--- src/rtl/writeback_if.sv ---
// Register-file write-port producer bundle: ALU result channel, load
// response channel, and the single write channel toward the register file.
interface writeback_if;
    // ALU result channel
    logic        aluValid;
    logic        aluReady;
    logic [4:0]  aluRd;
    logic [31:0] aluData;

    // Load response channel
    logic        loadValid;
    logic        loadReady;
    logic [4:0]  loadRd;
    logic [31:0] loadData;
    logic [2:0]  loadFunct3;
    logic [1:0]  loadOffset;

    // Register-file write channel and hazard mask
    logic        regWrite;
    logic [4:0]  writeRegister;
    logic [31:0] writeData;
    logic [31:0] pendingMask;

    // Producer of ALU results / load responses, consumer of the write port
    modport master (
        output aluValid, aluRd, aluData,
        input  aluReady,
        output loadValid, loadRd, loadData, loadFunct3, loadOffset,
        input  loadReady,
        input  regWrite, writeRegister, writeData, pendingMask
    );

    // The arbiter itself
    modport slave (
        input  aluValid, aluRd, aluData,
        output aluReady,
        input  loadValid, loadRd, loadData, loadFunct3, loadOffset,
        output loadReady,
        output regWrite, writeRegister, writeData, pendingMask
    );
endinterface

--- src/rtl/writeback_arbiter.sv ---
// Merges ALU results and buffered load responses onto the register-file
// write port. Loads sit in a small in-order FIFO, are extended on the way
// out, and are forced through after STARVE_LIMIT lost arbitration cycles.
module writeback_arbiter #(
    parameter int DEPTH        = 2,
    parameter int STARVE_LIMIT = 4
) (
    input  logic       clk,
    input  logic       rst_n,
    writeback_if.slave wb
);

    localparam int PTR_W = (DEPTH > 1) ? $clog2(DEPTH) : 1;
    localparam int CNT_W = $clog2(DEPTH + 1);
    localparam int STV_W = (STARVE_LIMIT > 0) ? $clog2(STARVE_LIMIT + 1) : 1;

    localparam logic [PTR_W-1:0] LAST_PTR   = PTR_W'(DEPTH - 1);
    localparam logic [CNT_W-1:0] DEPTH_CNT  = CNT_W'(DEPTH);
    localparam logic [STV_W-1:0] STARVE_MAX = STV_W'(STARVE_LIMIT);

    // Load type extension: byte lane picked by the full offset, halfword
    // lane by offset[1]; unknown codes pass the word through unchanged.
    function automatic logic [31:0] extend_load(
        input logic [31:0] word,
        input logic [2:0]  funct3,
        input logic [1:0]  offset
    );
        logic [31:0]        shifted;
        logic signed [7:0]  lane_b;
        logic signed [15:0] lane_h;
        logic signed [31:0] res;
        shifted = word >> {offset, 3'b000};
        lane_b  = signed'(shifted[7:0]);
        lane_h  = signed'(offset[1] ? word[31:16] : word[15:0]);
        case (funct3)
            3'b000:  res = {{24{lane_b[7]}}, lane_b};
            3'b100:  res = {24'd0, lane_b};
            3'b001:  res = {{16{lane_h[15]}}, lane_h};
            3'b101:  res = {16'd0, lane_h};
            default: res = signed'(word);
        endcase
        return res;
    endfunction

    // FIFO payload (data path, not reset)
    logic [4:0]  fifo_rd     [DEPTH];
    logic [31:0] fifo_data   [DEPTH];
    logic [2:0]  fifo_funct3 [DEPTH];
    logic [1:0]  fifo_offset [DEPTH];

    // FIFO and arbitration control
    logic [DEPTH-1:0] ent_vld;
    logic [PTR_W-1:0] wr_ptr;
    logic [PTR_W-1:0] rd_ptr;
    logic [CNT_W-1:0] count;
    logic [STV_W-1:0] starve;

    logic fifo_nonempty;
    logic starved;
    logic push;
    logic alu_take;
    logic pop;

    // FIFO head as seen this cycle
    logic [4:0]  head_rd_p0;
    logic [31:0] head_data_p0;
    logic [2:0]  head_funct3_p0;
    logic [1:0]  head_offset_p0;

    // Registered write port
    logic        wr_vld_p1;
    logic [4:0]  wr_rd_p1;
    logic [31:0] wr_data_p1;

    logic [31:0] pend_mask;

    assign fifo_nonempty = (count != '0);
    assign starved       = fifo_nonempty && (starve == STARVE_MAX);

    assign wb.aluReady   = !starved;
    assign wb.loadReady  = (count < DEPTH_CNT);

    assign push     = wb.loadValid && wb.loadReady;
    assign alu_take = wb.aluValid && !starved;
    // Forced pop falls out naturally: a starved FIFO blocks the ALU path.
    assign pop      = fifo_nonempty && !alu_take;

    assign head_rd_p0     = fifo_rd[rd_ptr];
    assign head_data_p0   = fifo_data[rd_ptr];
    assign head_funct3_p0 = fifo_funct3[rd_ptr];
    assign head_offset_p0 = fifo_offset[rd_ptr];

    // Capture an accepted load response into the tail slot
    always_ff @(posedge clk) begin
        if (push) begin
            fifo_rd[wr_ptr]     <= wb.loadRd;
            fifo_data[wr_ptr]   <= wb.loadData;
            fifo_funct3[wr_ptr] <= wb.loadFunct3;
            fifo_offset[wr_ptr] <= wb.loadOffset;
        end
    end

    // Pointer, occupancy and per-entry valid bookkeeping
    always_ff @(posedge clk or negedge rst_n) begin
        if (!rst_n) begin
            wr_ptr  <= '0;
            rd_ptr  <= '0;
            count   <= '0;
            ent_vld <= '0;
        end else begin
            if (push) begin
                wr_ptr          <= (wr_ptr == LAST_PTR) ? '0 : wr_ptr + PTR_W'(1);
                ent_vld[wr_ptr] <= 1'b1;
            end
            if (pop) begin
                rd_ptr          <= (rd_ptr == LAST_PTR) ? '0 : rd_ptr + PTR_W'(1);
                ent_vld[rd_ptr] <= 1'b0;
            end
            case ({push, pop})
                2'b10:   count <= count + CNT_W'(1);
                2'b01:   count <= count - CNT_W'(1);
                default: count <= count;
            endcase
        end
    end

    // Count cycles the head has waited; saturates so the forced pop holds
    always_ff @(posedge clk or negedge rst_n) begin
        if (!rst_n) begin
            starve <= '0;
        end else if (!fifo_nonempty || pop) begin
            starve <= '0;
        end else if (starve != STARVE_MAX) begin
            starve <= starve + STV_W'(1);
        end
    end

    // ---- stage p0 -> p1: selected source into the write-port register ----
    // Writes to x0 are swallowed here; destination/data hold when idle.
    always_ff @(posedge clk or negedge rst_n) begin
        if (!rst_n) begin
            wr_vld_p1  <= 1'b0;
            wr_rd_p1   <= '0;
            wr_data_p1 <= '0;
        end else begin
            wr_vld_p1 <= 1'b0;
            if (alu_take) begin
                if (wb.aluRd != 5'd0) begin
                    wr_vld_p1  <= 1'b1;
                    wr_rd_p1   <= wb.aluRd;
                    wr_data_p1 <= wb.aluData;
                end
            end else if (pop) begin
                if (head_rd_p0 != 5'd0) begin
                    wr_vld_p1  <= 1'b1;
                    wr_rd_p1   <= head_rd_p0;
                    wr_data_p1 <= extend_load(head_data_p0, head_funct3_p0,
                                              head_offset_p0);
                end
            end
        end
    end

    // Destinations still owed by the FIFO, for the hazard unit
    always_comb begin
        pend_mask = '0;
        for (int i = 0; i < DEPTH; i++) begin
            if (ent_vld[i]) begin
                pend_mask[fifo_rd[i]] = 1'b1;
            end
        end
        pend_mask[0] = 1'b0;
    end

    assign wb.regWrite      = wr_vld_p1;
    assign wb.writeRegister = wr_rd_p1;
    assign wb.writeData     = wr_data_p1;
    assign wb.pendingMask   = pend_mask;

endmodule
--- src/flat_wrapper.sv ---
// flat-port wrapper written by rule: the top's interface ports become plain ports
module writeback_arbiter_flat 
#(
    parameter int DEPTH        = 2,
    parameter int STARVE_LIMIT = 4
)
  (clk, rst_n, wb_aluValid, wb_aluRd, wb_aluData, wb_aluReady, wb_loadValid, wb_loadRd, wb_loadData, wb_loadFunct3, wb_loadOffset, wb_loadReady, wb_regWrite, wb_writeRegister, wb_writeData, wb_pendingMask);
  writeback_if wb_i ();
  input  logic clk;
  input  logic rst_n;
  input wire logic [$bits(wb_i.aluValid)-1:0] wb_aluValid;
  input wire logic [$bits(wb_i.aluRd)-1:0] wb_aluRd;
  input wire logic [$bits(wb_i.aluData)-1:0] wb_aluData;
  output wire logic [$bits(wb_i.aluReady)-1:0] wb_aluReady;
  input wire logic [$bits(wb_i.loadValid)-1:0] wb_loadValid;
  input wire logic [$bits(wb_i.loadRd)-1:0] wb_loadRd;
  input wire logic [$bits(wb_i.loadData)-1:0] wb_loadData;
  input wire logic [$bits(wb_i.loadFunct3)-1:0] wb_loadFunct3;
  input wire logic [$bits(wb_i.loadOffset)-1:0] wb_loadOffset;
  output wire logic [$bits(wb_i.loadReady)-1:0] wb_loadReady;
  output wire logic [$bits(wb_i.regWrite)-1:0] wb_regWrite;
  output wire logic [$bits(wb_i.writeRegister)-1:0] wb_writeRegister;
  output wire logic [$bits(wb_i.writeData)-1:0] wb_writeData;
  output wire logic [$bits(wb_i.pendingMask)-1:0] wb_pendingMask;
  assign wb_i.aluValid = wb_aluValid;
  assign wb_i.aluRd = wb_aluRd;
  assign wb_i.aluData = wb_aluData;
  assign wb_aluReady = wb_i.aluReady;
  assign wb_i.loadValid = wb_loadValid;
  assign wb_i.loadRd = wb_loadRd;
  assign wb_i.loadData = wb_loadData;
  assign wb_i.loadFunct3 = wb_loadFunct3;
  assign wb_i.loadOffset = wb_loadOffset;
  assign wb_loadReady = wb_i.loadReady;
  assign wb_regWrite = wb_i.regWrite;
  assign wb_writeRegister = wb_i.writeRegister;
  assign wb_writeData = wb_i.writeData;
  assign wb_pendingMask = wb_i.pendingMask;
  writeback_arbiter #(.DEPTH(DEPTH), .STARVE_LIMIT(STARVE_LIMIT)) u_core (.clk(clk), .rst_n(rst_n), .wb(wb_i));
endmodule
--- config.mk ---
export PLATFORM = sky130hd
export DESIGN_NAME = writeback_arbiter_flat
export DESIGN_NICKNAME = d
export VERILOG_FILES = /design/src/rtl/writeback_if.sv /design/src/rtl/writeback_arbiter.sv /design/src/flat_wrapper.sv
export SDC_FILE = /design/constraint.sdc
export NUM_CORES = 1
export LEC_CHECK = 0
export ABC_AREA = 1
export CORE_MARGIN = 5
export CORE_UTILIZATION = 55
export DETAILED_ROUTE_END_ITERATION = 8
export HOLD_SLACK_MARGIN = 0.12
export PLACE_DENSITY = 0.88
export SYNTH_ARGS = -nofsm -noshare
export SYNTH_HDL_FRONTEND = slang
export SYNTH_SLANG_ARGS = --single-unit
--- constraint.sdc ---
create_clock -name clk -period 4.9 [get_ports clk]
set_input_delay 1.47 -clock clk [delete_from_list [all_inputs] [get_ports clk]]
set_output_delay 1.47 -clock clk [all_outputs]
set_load 0.02 [all_outputs]
==> impl_metrics.csv <==
group,metric,value,unit
run_status,outcome,"completed",
routing,vias,6014,
critical_path,rr_worst_depth,14,
floorplan,fp.dieW,121,um
clock_network,cts_max_level,4,
power_and_ir_drop,p_sw,0.00208,W
synthesis,synth_cell_types,29,
synthesis,synth_top_area_share,37.3,%
routing,via_per_inst,5.24,
critical_path,r2r_slack,2200,ps
finish,area_growth,31.3,%
global_route,grtUsageTotal,24.4,%
sta,fin_crit,4030,ps
synthesis,syn_inst,823,
global_route,grt_max_degree,62,
floorplan,dieArea,14600,sq um
power_and_ir_drop,p_seq_share,33.2,%
clock_network,cts_root_buffer,"clkbuf_16",
critical_path,crit_path_end_kind,"output port",
placement,io_buffers,153,
synthesis,async_flop_share,35.9,%
power_and_ir_drop,switching_share,41.1,%
synthesis,yosysTopAreaCell,"edfxtp_1",
clock_network,cts_resized,0,
sta,worst_pin_slew,1020,ps
critical_path,setup.worst_path.start,"u_core.fifo_rd[0][1]$_DFFE_PP_",
clock_network,cts_setup_buffers,0,
routing,wire_per_inst,15.0,um
critical_path,path_class,"flop to output port",
synthesis,yosys-top-cells-area,"edfxtp_1 37%, nand2_1 19%, dfrtp_1 17%",
clock_network,clock_latency,420,ps
routing,drc,0,
floorplan,core_area,12100,sq um
routing,totalWireLength,17300,um
sta,fin_tns_setup,0,ps
synthesis,synth_common_cells,"347 x nand2_1, 84 x edfxtp_1, 73 x nor2_1",
global_route,grt_pass1_wl,28100,um
sta,max_freq,0.248,GHz
floorplan,rows,40,
run,max_cap_violations,0,
floorplan,initial_core_util,56.1,%
critical_path,reg2reg_from,"u_core.starve[0]$_DFFE_PN0P_",
global_route,first_global_vias,5803,
routing,drt_first_pass_iters,6,
floorplan,die_h,121,um
critical_path,endpoint,"wb_pendingMask[5]",
power_and_ir_drop,leakage,3.91,nW
sta,fin_crit_sh,82.2,%
clock_network,cts_inserted_buffers,17,
synthesis,synth_ff_type,"edfxtp_1",
critical_path,r2r_end,"u_core.wb.writeData[23]$_DFFE_PN0P_",
power_and_ir_drop,pwr-share-comb,43.3,%
critical_path,crit_required,3430,ps
power_and_ir_drop,vdd_drop_max,0.000319,V
power_and_ir_drop,internal_power,0.00299,W
sta,hold_viol,0,
synthesis,yosysWarnings,0,
sta,rsz0062_at_grt,"false",
placement,dp_slack,1150,ps
floorplan,ioPinCount,155,
clock_network,tritoncts,"yes",
power_and_ir_drop,pwr_density_cell,570,nW/um^2
synthesis,synth-edff-count,84,
finish,drive_above_1_share,7.04,%
synthesis,yosysSeqAreaShare,54.6,%
critical_path,critPathArrivalTime,2560,ps
finish,fin_nets,1053,
synthesis,ys_ff_latch,131,
sta,skew,7.59,ps
routing,ant_nets,0,
placement,dp_hpwl,12200,um
critical_path,cp-start-kind,"flop",
clock_network,clock_sinks,131,
clock_network,cts_max_path_buffers,2,
finish,antennaDiodeCount,0,
placement,gp_congestion,0.953,
synthesis,yosys.cell_count.top_type,"nand2_1",
clock_network,clkTransAtPathRegs,60,ps
power_and_ir_drop,p_clk_share,23.5,%
hold_path,hold_path_class,"flop to flop",
global_route,grt_overflow,0,
synthesis,synthesis.nets,909,
synthesis,syn_area,6770,sq um
finish,nFillCells,843,
synthesis,syn_avg_cell_area,8.22,sq um
routing,drtIter0Drc,691,
sta,max_slew_margin,32.2,%
sta,setup_slack,872,ps
sta,slew_violations,0,
critical_path,cp_max_fo,8,
clock_network,hold_buffers,0,
sta,setup_viol,0,
global_route,antenna_found_initial,0,
[area by class of cell]
class | count | area (sq um) | area share [%]
clock buffer | 18 | 429 | 4.83
clock inverter | 14 | 133 | 1.49
inverter | 66 | 250 | 2.81
multi-input combinational | 594 | 2610 | 29.4
sequential | 131 | 3700 | 41.6
tap | 168 | 210 | 2.36
timing repair buffer | 157 | 1560 | 17.5
[how the worst min path moves through the flow]
stage,slack [ps],endpoint,cells past startpoint,start
after global routing,500,u_core.starve[0]$_DFFE_PN0P_,1,u_core.starve[0]$_DFFE_PN0P_
after detailed placement,460,u_core.starve[0]$_DFFE_PN0P_,1,u_core.starve[0]$_DFFE_PN0P_
after global placement,450,u_core.starve[0]$_DFFE_PN0P_,1,u_core.starve[0]$_DFFE_PN0P_
after floorplan,430,u_core.starve[0]$_DFFE_PN0P_,1,u_core.starve[0]$_DFFE_PN0P_
after CTS,470,u_core.starve[0]$_DFFE_PN0P_,1,u_core.starve[0]$_DFFE_PN0P_
final,470,u_core.starve[0]$_DFFE_PN0P_,1,u_core.starve[0]$_DFFE_PN0P_
[sequential cells by signal (all words and copies together) (netlist names), 2 cells and up]
name,count
u_core.fifo_rd,10
u_core.count,2
u_core.ent_vld,2
u_core.wb.writeRegister,5
u_core.fifo_offset,4
u_core.fifo_data,64
u_core.starve,3
u_core.fifo_funct3,6
u_core.wb.writeData,32
[per-stage QoR]
step | power, W | util [%] | hold slack, ps | cell area (sq um) | std cells
floorplan | 0.00310 | - | 431 | 6770 | 823
global placement | 0.00380 | 69.1 | 452 | 8330 | 1116
detailed placement | 0.00385 | 69.1 | 459 | 8330 | 1116
CTS | 0.00505 | 73.7 | 467 | 8890 | 1148
global route | 0.00539 | 73.7 | 497 | 8890 | 1148
finish | 0.00507 | 73.7 | 473 | 8890 | 1148
[power by group through the flow]
| stage | Clock (W) | Combinational, W | Sequential (W) |
|---|---|---|---|
| 4_1_cts | 0.00120 | 0.00217 | 0.00168 |
| 3_3_place_gp | 0 | 0.00211 | 0.00169 |
| 3_5_place_dp | 0 | 0.00215 | 0.00170 |
| 5_1_grt | 0.00125 | 0.00243 | 0.00171 |
| 2_1_floorplan | 0 | 0.00125 | 0.00186 |
| 6_report | 0.00119 | 0.00219 | 0.00168 |
[critical path, cell delays in order, from the launching register on]
cell and delay [ps]:
edfxtp_1 430, nor3_1 830, nand2_1 90, o21ai_0 130, clkdlybuf4s50_1 660
[per-layer routing]
layer	part of all wire [%]	vias up	wire, um	global-route usage, %
li1	-	2928	-	-
met1	42	2777	7280	32.2
met2	47	275	8090	39.0
met3	9.1	34	1570	6.20
met4	1.9	0	335	9.14
met5	0	-	0	0
[placed cells by master (no fill, tap or decap), drive strengths merged]
| master | synthesis | layout |
|---|---|---|
| a21oi | 7 | 7 |
| buf | 27 | 5 |
| bufinv | 0 | 1 |
| clkbuf | 5 | 18 |
| clkdlybuf4s50 | 0 | 152 |
| clkinv | 0 | 8 |
| clkinvlp | 0 | 2 |
| conb | 1 | 1 |
| dfrtp | 47 | 47 |
| edfxtp | 84 | 84 |
| ha | 3 | 3 |
| inv | 66 | 69 |
| nand2 | 356 | 356 |
| nand3 | 41 | 41 |
| nand3b | 20 | 20 |
| nand4 | 5 | 5 |
| nor2 | 77 | 77 |
| nor3 | 15 | 15 |
| o21ai | 56 | 56 |
| or2 | 8 | 8 |
| xnor2 | 2 | 2 |
| xor2 | 3 | 3 |
[cells by family after synthesis]
| family | share of synthesized area, % |
|---|---|
| AO/OA/AOI/OAI | 4.71 |
| XOR/XNOR | 0.647 |
| adder cells (fa/ha/maj) | 0.555 |
| buffers and inverters | 6.97 |
| flip-flops | 54.6 |
| other | 0.0554 |
| AND/OR/NAND/NOR | 32.4 |
Power figures use the tool's default switching activity.
